**config.mk**
```make
export PLATFORM = sky130hd
export DESIGN_NAME = idu_is_biq_ctrl
export DESIGN_NICKNAME = d
export VERILOG_FILES = /design/src/rtl/idu_is_biq_ctrl.sv
export SDC_FILE = /design/constraint.sdc
export NUM_CORES = 1
export LEC_CHECK = 0
export CAP_MARGIN = 20
export CORE_MARGIN = 2
export CORE_UTILIZATION = 60
export CTS_BUF_LIST = sky130_fd_sc_hd__clkbuf_4
export DETAILED_ROUTE_END_ITERATION = 6
export PLACE_DENSITY = 0.95
export SYNTH_ARGS = -nofsm -noshare
export SYNTH_HDL_FRONTEND = slang
export SYNTH_SLANG_ARGS = --single-unit
export TNS_END_PERCENT = 5
```
**constraint.sdc**
```tcl
create_clock -name clk -period 6 [get_ports clk]
set_input_delay 0.9 -clock clk [delete_from_list [all_inputs] [get_ports clk]]
set_output_delay 0.9 -clock clk [all_outputs]
set_load 0.05 [all_outputs]
```
**src/rtl/idu_is_biq_ctrl.sv**
```systemverilog
// Branch issue queue scheduler: allocates free entries, tracks relative age with
// an age matrix and issues the oldest ready entry to the branch pipe each cycle.
module idu_is_biq_ctrl #(
    parameter int ENTRIES = 8,
    parameter int IDX_W   = 3
) (
    input  logic               clk,
    input  logic               rst_clk,
    input  logic               rtu_global_flush,
    input  logic               dispatch_vld,
    output logic               dispatch_accept,
    output logic               biq_full,
    output logic [ENTRIES-1:0] create_vld_oh,
    input  logic [ENTRIES-1:0] entry_vld,
    input  logic [ENTRIES-1:0] entry_ready,
    input  logic               bju_stall,
    output logic               issue_vld,
    output logic [ENTRIES-1:0] issue_vld_oh,
    output logic [IDX_W-1:0]   issue_idx,
    output logic [IDX_W:0]     entry_cnt
);

    // age[i][j] = 1 means entry i is older than entry j
    logic [ENTRIES-1:0][ENTRIES-1:0] age;
    logic [ENTRIES-1:0]              free_vec;
    logic [ENTRIES-1:0]              target_oh;
    logic [ENTRIES-1:0]              older_rdy;
    logic [ENTRIES-1:0]              cand;
    logic [IDX_W:0]                  cnt_nxt;

    assign free_vec        = ~entry_vld;
    assign target_oh       = free_vec & (~free_vec + ENTRIES'(1));
    assign dispatch_accept = dispatch_vld & ~biq_full & ~rtu_global_flush;
    assign create_vld_oh   = dispatch_accept ? target_oh : '0;

    // An entry is a candidate when no ready entry is older than it; stale age
    // bits of invalid entries are masked by entry_ready.
    always_comb begin
        older_rdy = '0;
        cand      = '0;
        for (int i = 0; i < ENTRIES; i++) begin
            for (int j = 0; j < ENTRIES; j++) begin
                older_rdy[i] = older_rdy[i] | (entry_ready[j] & age[j][i]);
            end
            cand[i] = entry_ready[i] & ~older_rdy[i];
        end
    end

    assign issue_vld_oh = cand & {ENTRIES{~bju_stall & ~rtu_global_flush}};
    assign issue_vld    = |issue_vld_oh;

    always_comb begin
        issue_idx = '0;
        for (int i = 0; i < ENTRIES; i++) begin
            if (issue_vld_oh[i]) begin
                issue_idx = issue_idx | IDX_W'(i);
            end
        end
    end

    assign cnt_nxt = entry_cnt + (IDX_W+1)'(dispatch_accept) - (IDX_W+1)'(issue_vld);

    always_ff @(posedge clk or negedge rst_clk) begin
        if (!rst_clk) begin
            entry_cnt <= '0;
            biq_full  <= 1'b0;
        end else if (rtu_global_flush) begin
            entry_cnt <= '0;
            biq_full  <= 1'b0;
        end else begin
            entry_cnt <= cnt_nxt;
            biq_full  <= (cnt_nxt == (IDX_W+1)'(ENTRIES));
        end
    end

    // A new entry is younger than every entry that stays valid past this edge.
    always_ff @(posedge clk or negedge rst_clk) begin
        if (!rst_clk) begin
            age <= '0;
        end else if (rtu_global_flush) begin
            age <= '0;
        end else if (dispatch_accept) begin
            for (int k = 0; k < ENTRIES; k++) begin
                if (create_vld_oh[k]) begin
                    age[k] <= '0;
                    for (int j = 0; j < ENTRIES; j++) begin
                        if (j != k) begin
                            age[j][k] <= entry_vld[j] & ~issue_vld_oh[j];
                        end
                    end
                end
            end
        end
    end

    a_issue_onehot: assert property (@(posedge clk) disable iff (!rst_clk)
        $onehot0(issue_vld_oh));
    a_create_onehot: assert property (@(posedge clk) disable iff (!rst_clk)
        $onehot0(create_vld_oh));
    a_create_free: assert property (@(posedge clk) disable iff (!rst_clk)
        (create_vld_oh & entry_vld) == '0);
    a_cnt_match: assert property (@(posedge clk) disable iff (!rst_clk)
        $countones(entry_vld) == int'(entry_cnt));

endmodule

```
**After elaboration in Yosys (flattened, before gate mapping)**

Index checks and enable logic that the tools add are counted.

- Logic and storage cells: 380
- Memories: 0
- Flip-flop bits (word level): 69
- ROM bits: 0
- Latch bits: 0
- Input port bits: 21
- Output and inout port bits: 26
- Memory bits (writable): 0

- Shifts and indexed selects: 0
- $lt $le $gt $ge: 0
- Reduce and logical (&&, ||, !) cells: 74
- Equality and inequality tests: 1
- Add/subtract/negate cells: 3
- Mux-type cells: 74
- Multiply operators: 0
- Div/mod/pow operators: 0
- Bitwise logic cells: 162

Operators with widths:

| cell | count |
|---|---|
| $mux 64 | 2 |
| $reduce_bool 3->1 | 28 |
| $and 1x1->1 | 83 |
| $reduce_and 2->1 | 36 |
| $mux 1 | 56 |
| $mux 8 | 7 |
| $or 1x1->1 | 56 |
| $not 1->1 | 19 |
| $mux 9 | 2 |
| $reduce_bool 2->1 | 9 |
| $and 8x8->8 | 2 |
| $not 8->8 | 2 |
| $mux 3 | 4 |
| $add 8x1->8 const B | 1 |
| $reduce_or 8->1 | 1 |
| $add 4x1->4 | 1 |
| $eq 4x4->1 const B | 1 |
| $mux 2 | 2 |
| $mux 4 | 1 |
| $sub 4x1->4 | 1 |

**Longest topological paths before layout**

- Depth in word-level cells: 18
- Depth in mapped cells: 14
- Depth with buffers taken out: 13

**Least setup slack after synthesis**

OpenSTA, ideal clock, no wires.

- Kind: input -> register
- From: input bju_stall
- To: register biq_full
- Setup slack: 1.232 ns
- Data required time: 5.879 ns
- Setup time: 0.121 ns
- Buffers on the path: 1
- Arrival: 4.647 ns
- Stages on the path: 14
- Cells stage by stage: or2_1 > buf_2 > a221o_1 > nor3_1 > nor2_1 > nand4_1 > ha_1 > inv_1 > ha_1 > a21o_1 > a21oi_1 > xnor2_1 > nor2_1 > and4b_1

- Word-level cells in the longest chain between the ends: 7

Ends and longest elaborated chain:

| item | line | text |
|---|---|---|
| start, declared | 16 | `input logic bju_stall,` |
| $not 1->1 | 49 | `assign issue_vld_oh = cand & {ENTRIES{~bju_stall & ~rtu_global_flush}};` |
| $and 1x1->1 | 49 |  |
| $and 8x8->8 | 49 |  |
| net issue_vld_oh[4] | 18 | `output logic [ENTRIES-1:0] issue_vld_oh,` |
| $reduce_or 8->1 | 50 | `assign issue_vld = \|issue_vld_oh;` |
| net issue_vld | 17 | `output logic issue_vld,` |
| $sub 4x1->4 | 61 | `assign cnt_nxt = entry_cnt + (IDX_W+1)'(dispatch_accept) - (IDX_W+1)'(issue_vld);` |
| $eq 4x4->1 | 72 | `biq_full <= (cnt_nxt == (IDX_W+1)'(ENTRIES));` |
| $mux 1 | 67 | `end else if (rtu_global_flush) begin` |
| end signal, assigned | 72 |  |
| end, declared | 12 | `output logic biq_full,` |

The timed path passes the listed nets, and every way through them passes these cells.
A chain may end at the register's enable or synchronous reset.

**Final worst setup path**

- From: input rtu_global_flush
- To: output issue_vld

- Word-level cells in the longest chain between the ends: 4

Ends and longest elaborated chain:

| item | line | text |
|---|---|---|
| start, declared | 9 | `input logic rtu_global_flush,` |
| $not 1->1 | 49 |  |
| $and 1x1->1 | 49 |  |
| $and 8x8->8 | 49 |  |
| $reduce_or 8->1 | 50 |  |
| end, declared | 17 |  |

Every way passes these cells.

==> flow_summary.toml <==
[global_route]
grt_util_all_layers = 0.333
antenna_found_initial = 0
grt_start_max_net_pins = 62
overflow = 0
grt_pass1_vias = 2896
grt_pass1_wl_mm = 14.8

[yosys]
syn_nets = 353
syn_avg_cell_area_um2 = 9.52
syn_inst = 327
syn_area_um2 = 3110
synth-seq-area-share = 0.490
synth_edf_count = 0
synth_ff_type = "dfrtp_1"
async_reset_ff_frac = 1.00
ys_warn_count = 0
synth-seq-cells = 61
yosysUniqueCellTypes = 45

[timing]
finalClockSkew_ns = 0.0270
max_freq_ghz = 0.213
setup_tns_ns = 0
report.final.setup_viol = 0
hold_violations = 0
min_period_ns = 4.70
slew_headroom = 0.262
tightestPinTransition_ns = 1.10
drv_slew = 0
fin_crit_sh = 0.783
grt_setup_unrepaired = "no"

[clock_tree]
cts_made_buffers = 9
clk_pin_slew_ns = 0.10
clk-insertion-delay-late_ns = 0.45
h-tree-depth = 3
clock_tree.buffer_depth = 2
cts_resized = 0
cts_tree = "built"
cts_hold_buf = 0
cts-root-buf = "clkbuf_4"
clkSinkCount = 61
post_cts_buffers = 0

[critical_path]
cp.arrival_ns = 3.80
crit_path_end_kind = "primary output"
required_ns = 5.10
crit_chain = "clkdlybuf4s50_1 -> buf_4 -> or2_1 -> a221o_1 -> nor2_1 -> nor2_1 -> nand4_1 -> clkdlybuf4s50_1"
crit_slowest_cell = "clkdlybuf4s50_1"
cp-start-kind = "input pin"
r2r_slack_ns = 3.02
crit_path_max_incr_delay_ns = 0.84
critical_path_class = "in2out"
path_max_fanout = 31
critPathBufInv = 3
crit_family = "buffers and inverters"

[routing]
first_pass_iters = 6
viasPerCell = 6.81
drc = 0
wirelength_mm = 9.21
wl_per_cell_um = 20.8
ant_nets = 0
num_vias = 3009
drt_iter0_drc = 427

[power_and_ir_drop]
p_per_area_nw_per_um2 = 298
total_power_uw = 1120
leakage_uw = 0.00170
irDropWorstVdd_uv = 340

[outcome]
status = "complete, no violations"

[placed_design]
dpl.cell_count = 426
gp_congestion = 0.968
io_buffer_count = 46
hpwl_mm = 6.42

[layout]
multi_input_area_um2 = 1430
register_area_um2 = 1530
antenna_cells = 0
stdcell_count = 442
fill_cells = 372
drive_above_1_share = 0.108
layout_commonest_cell = "dfrtp_1"
syn_to_final_growth_pct = 20.7
layout_common_cells = "dfrtp_1 (61), clkdlybuf4s50_1 (45), nand3_1 (31), nand2_1 (31), o21ai_0 (31)"
layout.nets = 393

[die]
rows = 26
die_h_um = 76.0
core-area_um2 = 5040
die_w_um = 76.0
io_pins = 47
die_area_um2 = 5780
initial_core_util = 0.618

[min_path]
worstHoldPathType = "reg2reg"

[run]
drv_cap = 0
-- worst paths after layout --
check,startpoint,to,cells after the start
setup / recovery,rtu_global_flush,issue_vld,8
hold / removal,age[46]$_DFFE_PN0P_,age[46]$_DFFE_PN0P_,2
setup reg to reg,age[16]$_DFFE_PN0P_,biq_full$_DFF_PN0_,13
hold reg to reg,age[46]$_DFFE_PN0P_,age[46]$_DFFE_PN0P_,2
max in group asynchronous,rst_clk,age[53]$_DFFE_PN0P_,2
min in group asynchronous,rst_clk,age[4]$_DFFE_PN0P_,2
-- registers in the layout, indices dropped and copies added (netlist names) --
name and count:
age 56, entry_cnt 4, biq_full 1
-- layer usage --
layer	share of wire	global-route usage	wire length, µm	up-vias
met4	0.054	0.215	497	0
met5	0	0	0	-
met2	0.43	0.469	3990	240
met3	0.13	0.102	1200	63
met1	0.38	0.451	3530	1444
li1	-	-	-	1262
-- area by class of cell --
class                   count  share of cell area
multi-input cells         225               0.381
flip-flops and latches     61               0.406
inverters                  21              0.0210
clock buffers              11              0.0220
well taps                  70              0.0233
repair buffers             49               0.127
clock inverters             5              0.0200
-- logic make-up (layout without fill, tap and decap cells) --
logic type      count (synthesis)  in the layout  share of synthesized area
compound gates                 79             79                      0.176
xor+xnor                        3              3                    0.00844
fa+ha+maj                       5              5                     0.0225
buf+inv                        41             86                     0.0502
flops                          61             61                      0.490
mux                            14             14                     0.0498
simple gates                  124            124                      0.202
-- tightest hold or removal path: cells and delay by family (launching register included) --
| kind | cells | cell delay (ns) |
|---|---|---|
| and+or+nand+nor | 1 | 0.05 |
| DFF | 1 | 0.36 |
| AOI/OAI and AO/OA | 1 | 0.07 |
-- power by group --
part           internal [µW]  leakage [µW]  switching [µW]
clock                    176     0.0000906             156
combinational            118      0.000782             207
sequential               440      0.000829            22.0
total                    734       0.00170             385
-- per-stage QoR --
stage	area (µm²)	setup slack, ns	hold slack (ns)	util
global placement	3600	1.45	0.466	0.714
floorplan	3110	1.23	0.450	-
finish	3760	1.30	0.506	0.746
detailed placement	3600	1.41	0.480	0.714
CTS	3760	1.39	0.503	0.746
global route	3760	1.25	0.536	0.746
-- Yosys cell counts, drive strengths merged, types with 3 or more instances --
cell type / n / share of area
dfrtp: 61 / 0.49
nand2: 31 / 0.037
nand3: 31 / 0.050
o21ai: 31 / 0.050
nor2: 24 / 0.031
inv: 20 / 0.024
clkbuf: 17 / 0.020
a22oi: 14 / 0.034
nand4: 13 / 0.026
mux2: 12 / 0.043
a221o: 6 / 0.019
a21oi: 5 / 0.0080
nand2b: 5 / 0.010
nor2b: 5 / 0.010
nor3: 5 / 0.0096
ha: 4 / 0.016
nand3b: 4 / 0.012
o31ai: 4 / 0.014
o32ai: 4 / 0.011
buf: 3 / 0.0044
No activity file was read; power rests on OpenSTA's default activity.
==> edit 1, RTL diff (config.mk and constraints unchanged) <==
Register the output `entry_cnt` once more, with the module's reset; this adds one clock of latency there. The other outputs are not delayed to match.
--- a/src/rtl/idu_is_biq_ctrl.sv
+++ b/src/rtl/idu_is_biq_ctrl.sv
@@ -20,4 +20,6 @@
     output logic [IDX_W:0]     entry_cnt
 );
+
+    logic [IDX_W:0] entry_cnt_s0;
 
     // age[i][j] = 1 means entry i is older than entry j
@@ -59,15 +61,15 @@
     end
 
-    assign cnt_nxt = entry_cnt + (IDX_W+1)'(dispatch_accept) - (IDX_W+1)'(issue_vld);
+    assign cnt_nxt = entry_cnt_s0 + (IDX_W+1)'(dispatch_accept) - (IDX_W+1)'(issue_vld);
 
     always_ff @(posedge clk or negedge rst_clk) begin
         if (!rst_clk) begin
-            entry_cnt <= '0;
+            entry_cnt_s0 <= '0;
             biq_full  <= 1'b0;
         end else if (rtu_global_flush) begin
-            entry_cnt <= '0;
+            entry_cnt_s0 <= '0;
             biq_full  <= 1'b0;
         end else begin
-            entry_cnt <= cnt_nxt;
+            entry_cnt_s0 <= cnt_nxt;
             biq_full  <= (cnt_nxt == (IDX_W+1)'(ENTRIES));
         end
@@ -101,5 +103,13 @@
         (create_vld_oh & entry_vld) == '0);
     a_cnt_match: assert property (@(posedge clk) disable iff (!rst_clk)
-        $countones(entry_vld) == int'(entry_cnt));
+        $countones(entry_vld) == int'(entry_cnt_s0));
+
+    always_ff @(posedge clk or negedge rst_clk) begin
+        if (!rst_clk) begin
+            entry_cnt <= '0;
+        end else begin
+            entry_cnt <= entry_cnt_s0;
+        end
+    end
 
 endmodule
Formal check against the unedited RTL: not equivalent (a bounded check fails within 4 cycles, from zero or initial values and one cycle with rst_clk low).
==> edit 1 against the original RTL <==
Wire length up 6.6%. Critical path type unchanged. Maximum frequency down 0.65%. Sequential power up 8.0%. Clock skew down 0.0099 ns. Sequential cell count up 4. Final area up 3.8%. Area after synthesis up 5.8%. Total power down 2.3%. Core utilization up 0.39 points. Non-clock buffer count up 5. Worst setup slack worse by 0.031 ns. Global-route usage up 1.6 points.
==> edit 1: results (changes against the original RTL) <==
| Metric | Value |
|---|---|
| Outcome | `completed` |
| Clock Skews | `0.0170 ns (-0.00994 ns)` |
| Worst-path clk slew | `0.10 ns (about the same)` |
| Seq/Total Area, Yosys | `49.4% (+0.34 points)` |
| GR met3 Demand/Resource | `9.89% (-0.30 points)` |
| Max IR drop VDD | `0.387 mV (+14%)` |
| First-pass GRT wire length | `16,100 microns (+8.5%)` |
| Routability cong. | `0.946 (-2.3%)` |
| Worst-Skew Late Latency | `0.43 ns (-0.02 ns)` |
| DRT Pass-1 Iters | `5 (-1)` |
| Vias per Instance | `6.70 (-1.5%)` |
| Lkg Pwr | `0.00176 uW (+3.7%)` |
| Post CTS Setup Buffer Count | `0 (unchanged)` |
| Ranking of synthesized cells by area | `dfrtp_1, nand3_1, o21ai_0` |
| Share of layout cells above drive strength 1 | `13.4% (+2.6 points)` |
| EDFF count, synth | `0 (unchanged)` |
| DR iter-0 viols | `441 (+3.3%)` |
| Gate Count Post-Synth | `335 (+2.4%)` |
| DR vias | `3,030 (+0.70%)` |
| WL/cell | `21.7 microns (+4.2%)` |
| Worst reg2reg setup slack | `3.05 ns (+0.03 ns)` |
| Biggest regs | `age: 56 flops, entry_cnt: 4 flops, entry_cnt_s0: 4 flops` |
| Worst Hold Class | `reg2reg` |
| Global Route met2 Usage | `52.8% (+5.9 points)` |
| Post-synthesis compound-gate area fraction | `16.7% (-0.93 points)` |
| Post-Synth XOR/XNOR Area | `0.797% (-0.046 points)` |
| Top_reg_cell synth | `dfrtp_1` |
| Adder-Cell Fraction of Synth Area | `2.13% (-0.12 points)` |
| Initial antenna violation count | `0 (unchanged)` |
| Fill count | `379 (+1.9%)` |
| HPWL Detailed | `7030 microns (+9.6%)` |
| Worst Tran Pin Value | `1.02 ns (-0.0768 ns)` |
| GRT Util Overall | `35.0% (+1.6 points)` |
| Root Driver | `clkbuf_4` |
| H-tree levels | `3 (unchanged)` |
| # port buffers | `46 (unchanged)` |
| Nets | `404 (+2.8%)` |
| Maximum number of pins on one net before global-route repair | `66 (+6.5%)` |
| Placed cell area | `3770 sq um (+4.8%)` |
| Synthesized Nets | `361 (+2.3%)` |
| Placed Instances | `436 (+2.3%)` |
| Critical path peak fanout | `31 (unchanged)` |
| Post-synth top cells | `dfrtp_1, nand3_1, o21ai_0` |
| Grt met1 use | `47.5% (+2.4 points)` |
| Yosys cell types | `55 (+22%)` |
| Proportion of synthesized area in mux cells | `2.51% (-2.5 points)` |
-- edit 1: layout make-up --
cell class	count	area [sq um]	share of cell area (%)
clock buffer	10	75.1	1.92
clock inverter	5	47.5	1.22
inverter	23	91.3	2.34
multi-input combinational	225	1460	37.4
sequential	65	1630	41.7
tap	70	87.6	2.25
timing repair buffer	54	513	13.1
-- edit 1: cell families after synthesis --
| kind of cell | Yosys count |
|---|---|
| muxes | 7 |
| DFF | 65 |
| xor gates and xnor gates | 3 |
| adders and majority gates | 5 |
| AOI/OAI and AO/OA | 80 |
| buffers and inverters | 45 |
| and+or+nand+nor | 130 |
-- edit 1: final timing paths --
path                                  startpoint      endpoint  cells past startpoint
worst max-delay path            rtu_global_flush  issue_idx[2]                      8
worst min-delay path             entry_cnt_s0[0]  entry_cnt[0]                      0
worst min register to register   entry_cnt_s0[0]  entry_cnt[0]                      0
worst max register to register           age[50]      biq_full                     13
max in group asynchronous                rst_clk       age[21]                      2
min in group asynchronous                rst_clk       age[46]                      2
-- edit 1: critical path, stage by stage --
cell             delay, ns
clkdlybuf4s50_1       0.50
buf_4                 0.28
or2_2                 0.39
a221oi_1              0.30
nand4_1               0.30
inv_1                 0.21
or4_1                 0.16
clkdlybuf4s50_1       0.80
-- edit 1: metrics by stage --
step / setup slack [ns] / hold WS (ns)
finish: 1.27 / 0.402
global route: 1.12 / 0.408
CTS: 1.33 / 0.404
detailed placement: 1.34 / 0.380
global placement: 1.41 / 0.382
floorplan: 1.27 / 0.354
-- edit 1: where the power goes --
part | total, uW | internal (uW) | switching (uW)
registers | 499 | 474 | 24.6
clock network | 279 | 125 | 154
logic | 315 | 114 | 201
total | 1090 | 714 | 379
-- edit 1: metal layers --
metal	up-vias	part of all wire [%]
met5	-	0
met4	0	3.5
met3	40	11
met2	244	47
met1	1457	38
li1	1289	-
==> edit 2, RTL diff (same settings) <==
Without the edit above. `IDX_W`: 3 -> 2.
--- a/src/rtl/idu_is_biq_ctrl.sv
+++ b/src/rtl/idu_is_biq_ctrl.sv
@@ -3,5 +3,5 @@
 module idu_is_biq_ctrl #(
     parameter int ENTRIES = 8,
-    parameter int IDX_W   = 3
+    parameter int IDX_W   = 2
 ) (
     input  logic               clk,
Interface: changed (resized entry_cnt and issue_idx); port bits go from 47 to 45. The function was not compared with the original's and may differ.
==> edit 2 against the original RTL <==
Sequential share of layout area increased by 1.9 points. Sequential cell count decreased by 1. Area after synthesis decreased by 4.1%. Synthesized cell count decreased by 3.4%. Wire length decreased by 4.8%. Final area decreased by 6.0%. Count of clock-buffer cells in the layout unchanged. Total power decreased by 17%. Worst setup slack improved by 0.23 ns.
==> edit 2: results (changes against the original RTL) <==
| Metric | Value |
|---|---|
| Outcome | `completed` |
| Max incr delay on CP | `0.82 ns (-0.02 ns)` |
| Synth Warn # | `0 (unchanged)` |
| GRT Util Overall | `34.3% (+0.99 points)` |
| Worst-Skew Late Latency | `0.39 ns (-0.06 ns)` |
| Post CTS Setup Buffer Count | `0 (unchanged)` |
| Biggest regs | `age: 56 flops, entry_cnt: 3 flops, biq_full: 1 flops` |
| Diode count | `0 (unchanged)` |
| First-pass GRT wire length | `13,600 microns (-8.2%)` |
| Clock Skews | `0.00860 ns (-0.0184 ns)` |
| Ranking of synthesized cells by area | `dfrtp_1, nand3_1, o21ai_0` |
| Max IR drop VDD | `0.215 mV (-37%)` |
| Slowest cell on crit path | `clkdlybuf4s50_1` |
| Post-synth top cells | `dfrtp_1, nand3_1, o21ai_0` |
| Worst Tran Pin Value | `0.815 ns (-0.280 ns)` |
| Share of layout cells above drive strength 1 | `10.6% (-0.11 points)` |
| Vias per Instance | `6.68 (-1.9%)` |
| DRT Pass-1 Iters | `5 (-1)` |
| HPWL Detailed | `6320 microns (-1.5%)` |
| DR iter-0 viols | `394 (-7.7%)` |
| Critical path peak fanout | `20 (-35%)` |
| Lkg Pwr | `0.00157 uW (-7.6%)` |
| CTS Buf Count | `9 (unchanged)` |
| Yosys cell types | `51 (+13%)` |
| H-tree levels | `3 (unchanged)` |
| Vias in the first global route | `2,647 (-8.6%)` |
| Fill count | `338 (-9.1%)` |
| CTS max path bufs | `2 (unchanged)` |
| # port buffers | `44 (-4.3%)` |
| Routability cong. | `0.935 (-3.5%)` |
| WL/cell | `20.7 microns (-0.77%)` |
| Nets | `377 (-4.1%)` |
| Root Driver | `clkbuf_4` |
| Maximum number of pins on one net before global-route repair | `61 (-1.6%)` |
| Placed cell area | `3430 sq um (-4.7%)` |
| Seq/Total Area, Yosys | `50.3% (+1.3 points)` |
| Worst r2r path cells | `14 (+1)` |
| Synthesized Nets | `340 (-3.7%)` |
| Crit path DAT | `3.57 ns (-0.23 ns)` |
| Worst-path clk slew | `0.10 ns (about the same)` |
| Ys async rst share | `100% (unchanged)` |
| Largest delay contributor family on the critical path | `buffers and inverters` |
| TNS Setup | `0 ns (unchanged)` |
| Worst Hold Class | `reg2reg` |
==> edit 2: report_power, final <==
| part | total, uW | switching, uW | internal, uW |
|---|---|---|---|
| combinational | 255 | 167 | 88.1 |
| clock | 229 | 141 | 88.5 |
| sequential | 444 | 16.9 | 427 |
==> edit 2: kinds of logic (layout without fill, tap and decap cells) <==
logic type	count (synthesis)	in the layout	share of synthesized area, %
xor gates and xnor gates	2	2	0.587
buffers and inverters	37	78	5.07
DFF	60	60	50.3
muxes	6	6	2.39
and+or+nand+nor	131	131	23.7
AOI/OAI and AO/OA	77	77	16.5
adders and majority gates	3	3	1.51
==> edit 2: worst reg2reg max path: cells and delay by family (launching register included) <==
kind,cells,cell delay [ns]
AO/OA/AOI/OAI,2,0.47
XOR/XNOR,2,0.35
adder cells (fa/ha/maj),3,0.76
buffers and inverters,3,0.28
flip-flops,1,0.41
AND/OR/NAND/NOR,4,0.61
==> edit 2: layer usage <==
layer	vias up	part of all wire (%)	GRT usage, %
met4	0	3.2	16.9
met3	31	10	10.0
met5	-	0	0
met1	1385	39	44.6
li1	1221	-	-
met2	196	48	53.0
==> edit 2: cell type report <==
class	instances	area [sq um]	area share (%)
Timing Repair Buffer	46	450	12.7
Tap cell	67	83.8	2.37
Clock buffer	11	82.6	2.34
Multi-Input combinational cell	219	1330	37.7
Sequential cell	60	1500	42.5
Clock inverter	4	17.5	0.496
Inverter	17	65.1	1.84
==> edit 2: worst paths after layout <==
check | from | endpoint | slack (ns)
min in group asynchronous | rst_clk | age[12] | 0.65
setup reg to reg | age[49] | biq_full | 3.06
max in group asynchronous | rst_clk | age[51] | 4.86
hold reg to reg | age[19] | age[19] | 0.51
setup / recovery | rtu_global_flush | issue_vld | 1.53
hold / removal | age[19] | age[19] | 0.51
==> edit 2: metrics by stage <==
| stage | worst slack, ns | utilization (%) | power (uW) | cells | hold WS, ns |
|---|---|---|---|---|---|
| after global routing | 1.43 | 74.3 | 964 | 424 | 0.540 |
| after detailed placement | 1.57 | 72.2 | 705 | 409 | 0.492 |
| final | 1.53 | 74.3 | 928 | 424 | 0.514 |
| after CTS | 1.57 | 74.3 | 925 | 424 | 0.512 |
| after global placement | 1.61 | 72.2 | 696 | 409 | 0.483 |
| after floorplan | 1.37 | - | 608 | 316 | 0.464 |
